### src/rtl/serial_sub_pkg.sv
// Shared types and defaults for the bit-serial subtractor.
package serial_sub_pkg;

  localparam int unsigned DEF_WIDTH = 8;

  typedef enum logic [1:0] {
    ST_IDLE  = 2'd0,
    ST_SHIFT = 2'd1,
    ST_DONE  = 2'd2
  } state_t;

endpackage

### src/rtl/half_subtractor.sv
// One-bit half subtractor: d = x - y, bo set when y > x.
module half_subtractor (
  input  logic x,
  input  logic y,
  output logic d,
  output logic bo
);

  assign d  = x ^ y;
  assign bo = ~x & y;

endmodule

### src/rtl/serial_full_subtractor.sv
// Bit-serial subtractor (a - b - bin), LSB first, one bit per clock.
// Optional signed-overflow output enabled by defining SERIAL_SUB_OVF_EN.
module serial_full_subtractor
  import serial_sub_pkg::*;
#(
  parameter int unsigned WIDTH = DEF_WIDTH
) (
  input  logic             clk,
  input  logic             rst_n,
  input  logic             in_valid,
  output logic             in_ready,
  input  logic [WIDTH-1:0] a,
  input  logic [WIDTH-1:0] b,
  input  logic             bin,
  output logic             out_valid,
  input  logic             out_ready,
  output logic [WIDTH-1:0] diff,
  output logic             bout
`ifdef SERIAL_SUB_OVF_EN
  ,
  output logic             ovf
`endif
);

  localparam int unsigned CW = (WIDTH > 1) ? $clog2(WIDTH) : 1;

  state_t           state, state_nxt;
  logic [WIDTH-1:0] a_sr, b_sr, diff_sr;
  logic [CW-1:0]    cnt;
  logic             br;
  logic             d1, bo1, d, bo2, bo;
  logic             accept_c, last_c;

  assign accept_c = in_valid && (state == ST_IDLE);
  assign last_c   = (state == ST_SHIFT) && (cnt == CW'(WIDTH - 1));

  // Full subtractor from two half subtractors; second stage absorbs the borrow
  half_subtractor u_hs1 (.x(a_sr[0]), .y(b_sr[0]), .d(d1), .bo(bo1));
  half_subtractor u_hs2 (.x(d1),      .y(br),      .d(d),  .bo(bo2));
  assign bo = bo1 | bo2;

  always_ff @(posedge clk) begin
    if (!rst_n) state <= ST_IDLE;
    else        state <= state_nxt;
  end

  always_comb begin
    state_nxt = state;
    unique case (state)
      ST_IDLE:  if (in_valid)  state_nxt = ST_SHIFT;
      ST_SHIFT: if (last_c)    state_nxt = ST_DONE;
      ST_DONE:  if (out_ready) state_nxt = ST_IDLE;
      default:                 state_nxt = ST_IDLE;
    endcase
  end

  // Operand/result shift registers; diff_sr and br double as the result holders
  always_ff @(posedge clk) begin
    if (!rst_n) begin
      a_sr    <= '0;
      b_sr    <= '0;
      diff_sr <= '0;
      br      <= 1'b0;
      cnt     <= '0;
    end else if (accept_c) begin
      a_sr <= a;
      b_sr <= b;
      br   <= bin;
      cnt  <= '0;
    end else if (state == ST_SHIFT) begin
      a_sr    <= a_sr >> 1;
      b_sr    <= b_sr >> 1;
      br      <= bo;
      diff_sr <= {d, diff_sr[WIDTH-1:1]};
      if (!last_c) cnt <= cnt + CW'(1);
    end
  end

`ifdef SERIAL_SUB_OVF_EN
  logic a_msb, b_msb, ovf_q;

  // Sign bits captured at accept; the final serial bit is the result sign
  always_ff @(posedge clk) begin
    if (!rst_n) begin
      a_msb <= 1'b0;
      b_msb <= 1'b0;
      ovf_q <= 1'b0;
    end else if (accept_c) begin
      a_msb <= a[WIDTH-1];
      b_msb <= b[WIDTH-1];
    end else if (last_c) begin
      ovf_q <= (a_msb != b_msb) && (d != a_msb);
    end
  end

  assign ovf = ovf_q;
`endif

  assign in_ready  = rst_n && (state == ST_IDLE);
  assign out_valid = (state == ST_DONE);
  assign diff      = diff_sr;
  assign bout      = br;

endmodule

### config.mk
export PLATFORM = sky130hd
export DESIGN_NAME = serial_full_subtractor
export DESIGN_NICKNAME = d
export VERILOG_FILES = /design/src/rtl/serial_sub_pkg.sv /design/src/rtl/half_subtractor.sv /design/src/rtl/serial_full_subtractor.sv
export SDC_FILE = /design/constraint.sdc
export NUM_CORES = 1
export LEC_CHECK = 0
export CAP_MARGIN = 10
export CORE_UTILIZATION = 50
export DETAILED_ROUTE_END_ITERATION = 10
export PLACE_DENSITY = 0.79
export RECOVER_POWER = 50
export SETUP_SLACK_MARGIN = 0.3
export SYNTH_ARGS = -nofsm -noshare
export SYNTH_HDL_FRONTEND = slang
export SYNTH_SLANG_ARGS = --single-unit
### constraint.sdc
create_clock -name clk -period 2.3 [get_ports clk]
set_input_delay 0.345 -clock clk [delete_from_list [all_inputs] [get_ports clk]]
set_output_delay 0.345 -clock clk [all_outputs]
set_load 0.02 [all_outputs]
==> flow_summary.toml <==
[die]
pin_count = 32
core_sq_um = 2730
die_w_um = 55.5
initial_core_util = 0.523
die-area_sq_um = 3080
die_h_um = 55.5
rows = 19

[final_layout]
multiInputGateArea_sq_um = 683
antenna_cells = 0
fin_util = 0.640
final_layout_size_suffix_gt1_frac = 0.140
seqCellArea_sq_um = 601
num-fill-cells = 260
syn_to_final_growth_pct = 22.4
mostFrequentLayoutCells = "dfxtp_1 (30), clkdlybuf4s50_1 (28), nand2_1 (19)"
mostFrequentLayoutCell = "dfxtp_1"
fin_area_sq_um = 1750
final_nets = 209

[critical_path]
critPathLaunchType = "register"
crit_path_max_fanout = 3
timing_worst_setup_path_type = "reg2out"
cp_top_family = "buffers and inverters"
rr_endpoint = "diff[2]"
required_ns = 1.96
path_buf_inv = 1
r2r_setup_slack_ns = 0.79
cp_slowest_stage_delay_ns = 0.62
cp.arrival_ns = 1.33
r2r_cells = 4
timing.rr.start = "state[0]"
cpMaxStageDelayCell = "clkdlybuf4s50_1"
path_cells = "clkdlybuf4s50_1"
cp-end-kind = "output pin"

[detailed_routing]
dr.pass1.iters = 4
met2_length_um = 1550
dr_wl_met3_um = 174
wl_met1_um = 1270
drt_wl_total_um = 3050
vias = 1237
routedWlPerCell_um = 14.0
drc = 0
ant_nets = 0
dr.first_iter.drc_count = 34
dr.max_layer_used = "met4"
vias_per_cell = 5.70

[sta]
grt_setup_unrepaired = "false"
period_share = 0.728
whs_ns = 0.461
finalSetupViolCount = 0
relSlewSlack = 0.593
tns_ns = 0
worstMarginPinSlew_ns = 0.610
finalMaxSlewViolations = 0
clock_skew_ns = 0.00485
hold_viol = 0
min_period_ns = 1.67
clock.fmax_ghz = 0.598

[clock_network]
cts_root_buffer = "clkbuf_4"
cts_buffer_depth = 2
path_clk_slew_ns = 0.09
cts_htree_levels = 2
clk_latency_ns = 0.33
cts_setup_buffers = 0
cts_tree = "built"
numCtsBuffers = 5
cts_sinks = 30

[synthesis]
synth-seq-area-share = 0.420
ys_seq_elements = 30
synth.cell_area_sq_um = 1430
synth_cell_types = 29
syn_area_per_cell_sq_um = 9.28
ys_warn_count = 0
netlist_instances = 154
syn_nets = 178

[place]
gp_congestion = 0.745
post-dp-hpwl_um = 2110
port_buffers = 31
place_area_sq_um = 1720

[power]
power.leakage_nw = 0.663
peakVddDrop_mv = 0.575
total_power_mw = 1.09
power_density_nw_per_um2 = 625

[global_routing]
overflow = 0
grt_pass1_wl_um = 5010
antenna_found_initial = 0
grt_usage = 0.210
first_global_vias = 1198
grt_max_degree = 29

[hold_path]
holdPathEnd = "diff[0]"
hp-start = "diff[0]"
min_path_type = "reg2reg"
holdPathStages = 2

[run]
cap_violations = 0

[run_status]
status = "finished clean"
## through the flow
| step | setup WS (ns) | instances |
|---|---|---|
| floorplan | 1.01 | 154 |
| global route | 0.589 | 217 |
| detailed placement | 0.327 | 209 |
| finish | 0.626 | 217 |
| global placement | 0.330 | 209 |
| CTS | 0.288 | 217 |
## cell families after synthesis
kind of cell / synth area share
compound gates: 0.330
simple gates: 0.139
flops: 0.420
buf+inv: 0.0727
fa+ha+maj: 0.0315
xor+xnor: 0.00613
## timing repair
item / CTS / global route
gates cloned: 0 / 0
gates resized for setup: 1 / 2
hold buffers: 0 / 0
endpoints found under the setup margin: 1 / 2
## how the worst max path moves through the flow
stage               startpoint        end  slack (ns)  cells after the start
floorplan             state[0]   in_ready        1.01                      4
global placement         rst_n   in_ready        0.33                      3
detailed placement       rst_n   in_ready        0.33                      3
CTS                   state[0]  out_valid        0.29                      3
global route           diff[6]    diff[6]        0.59                      1
finish                 diff[3]    diff[3]        0.63                      1
## routing by layer
layer  track usage  up-vias
li1              -      599
met1         0.214      587
met2         0.380       47
met3        0.0679        4
met4         0.107        0
met5             0        -
## final cells by class
cell class / instances / share of cell area
Inverter: 5 / 0.0122
Sequential cell: 30 / 0.343
Tap cell: 31 / 0.0222
Multi-Input combinational cell: 108 / 0.391
Clock inverter: 1 / 0.00286
Timing Repair Buffer: 35 / 0.197
Clock buffer: 7 / 0.0315
## Yosys cell counts, drive strengths merged
cell type  number  area, sq um
o22ai           5         31.3
o21ai          19          133
o2bb2ai         9         78.8
a21oi          17          123
a21boi          8         60.1
nor2           10         37.5
o21bai          1         7.51
dfxtp          30          601
nand2          19         71.3
inv             5         18.8
xnor2           1         8.76
ha              2         25.0
fa              1         20.0
buf            10         81.3
and3            2         12.5
clkbuf          1         3.75
nor3b           2         25.0
o21ba           1         16.3
nor2b           5         31.3
a22oi           3         22.5
nand2b          3         21.3
## where the power goes
part	internal, mW	total [mW]	switching (mW)
combinational	0.0945	0.192	0.0977
sequential	0.553	0.573	0.0203
clock	0.148	0.327	0.179
total	0.795	1.09	0.297
## registers in the layout, indices dropped and copies added (netlist names)
name	cells
a_sr	8
b_sr	8
bout	1
cnt	3
diff	8
state	2
Power figures use the tool's default switching activity.
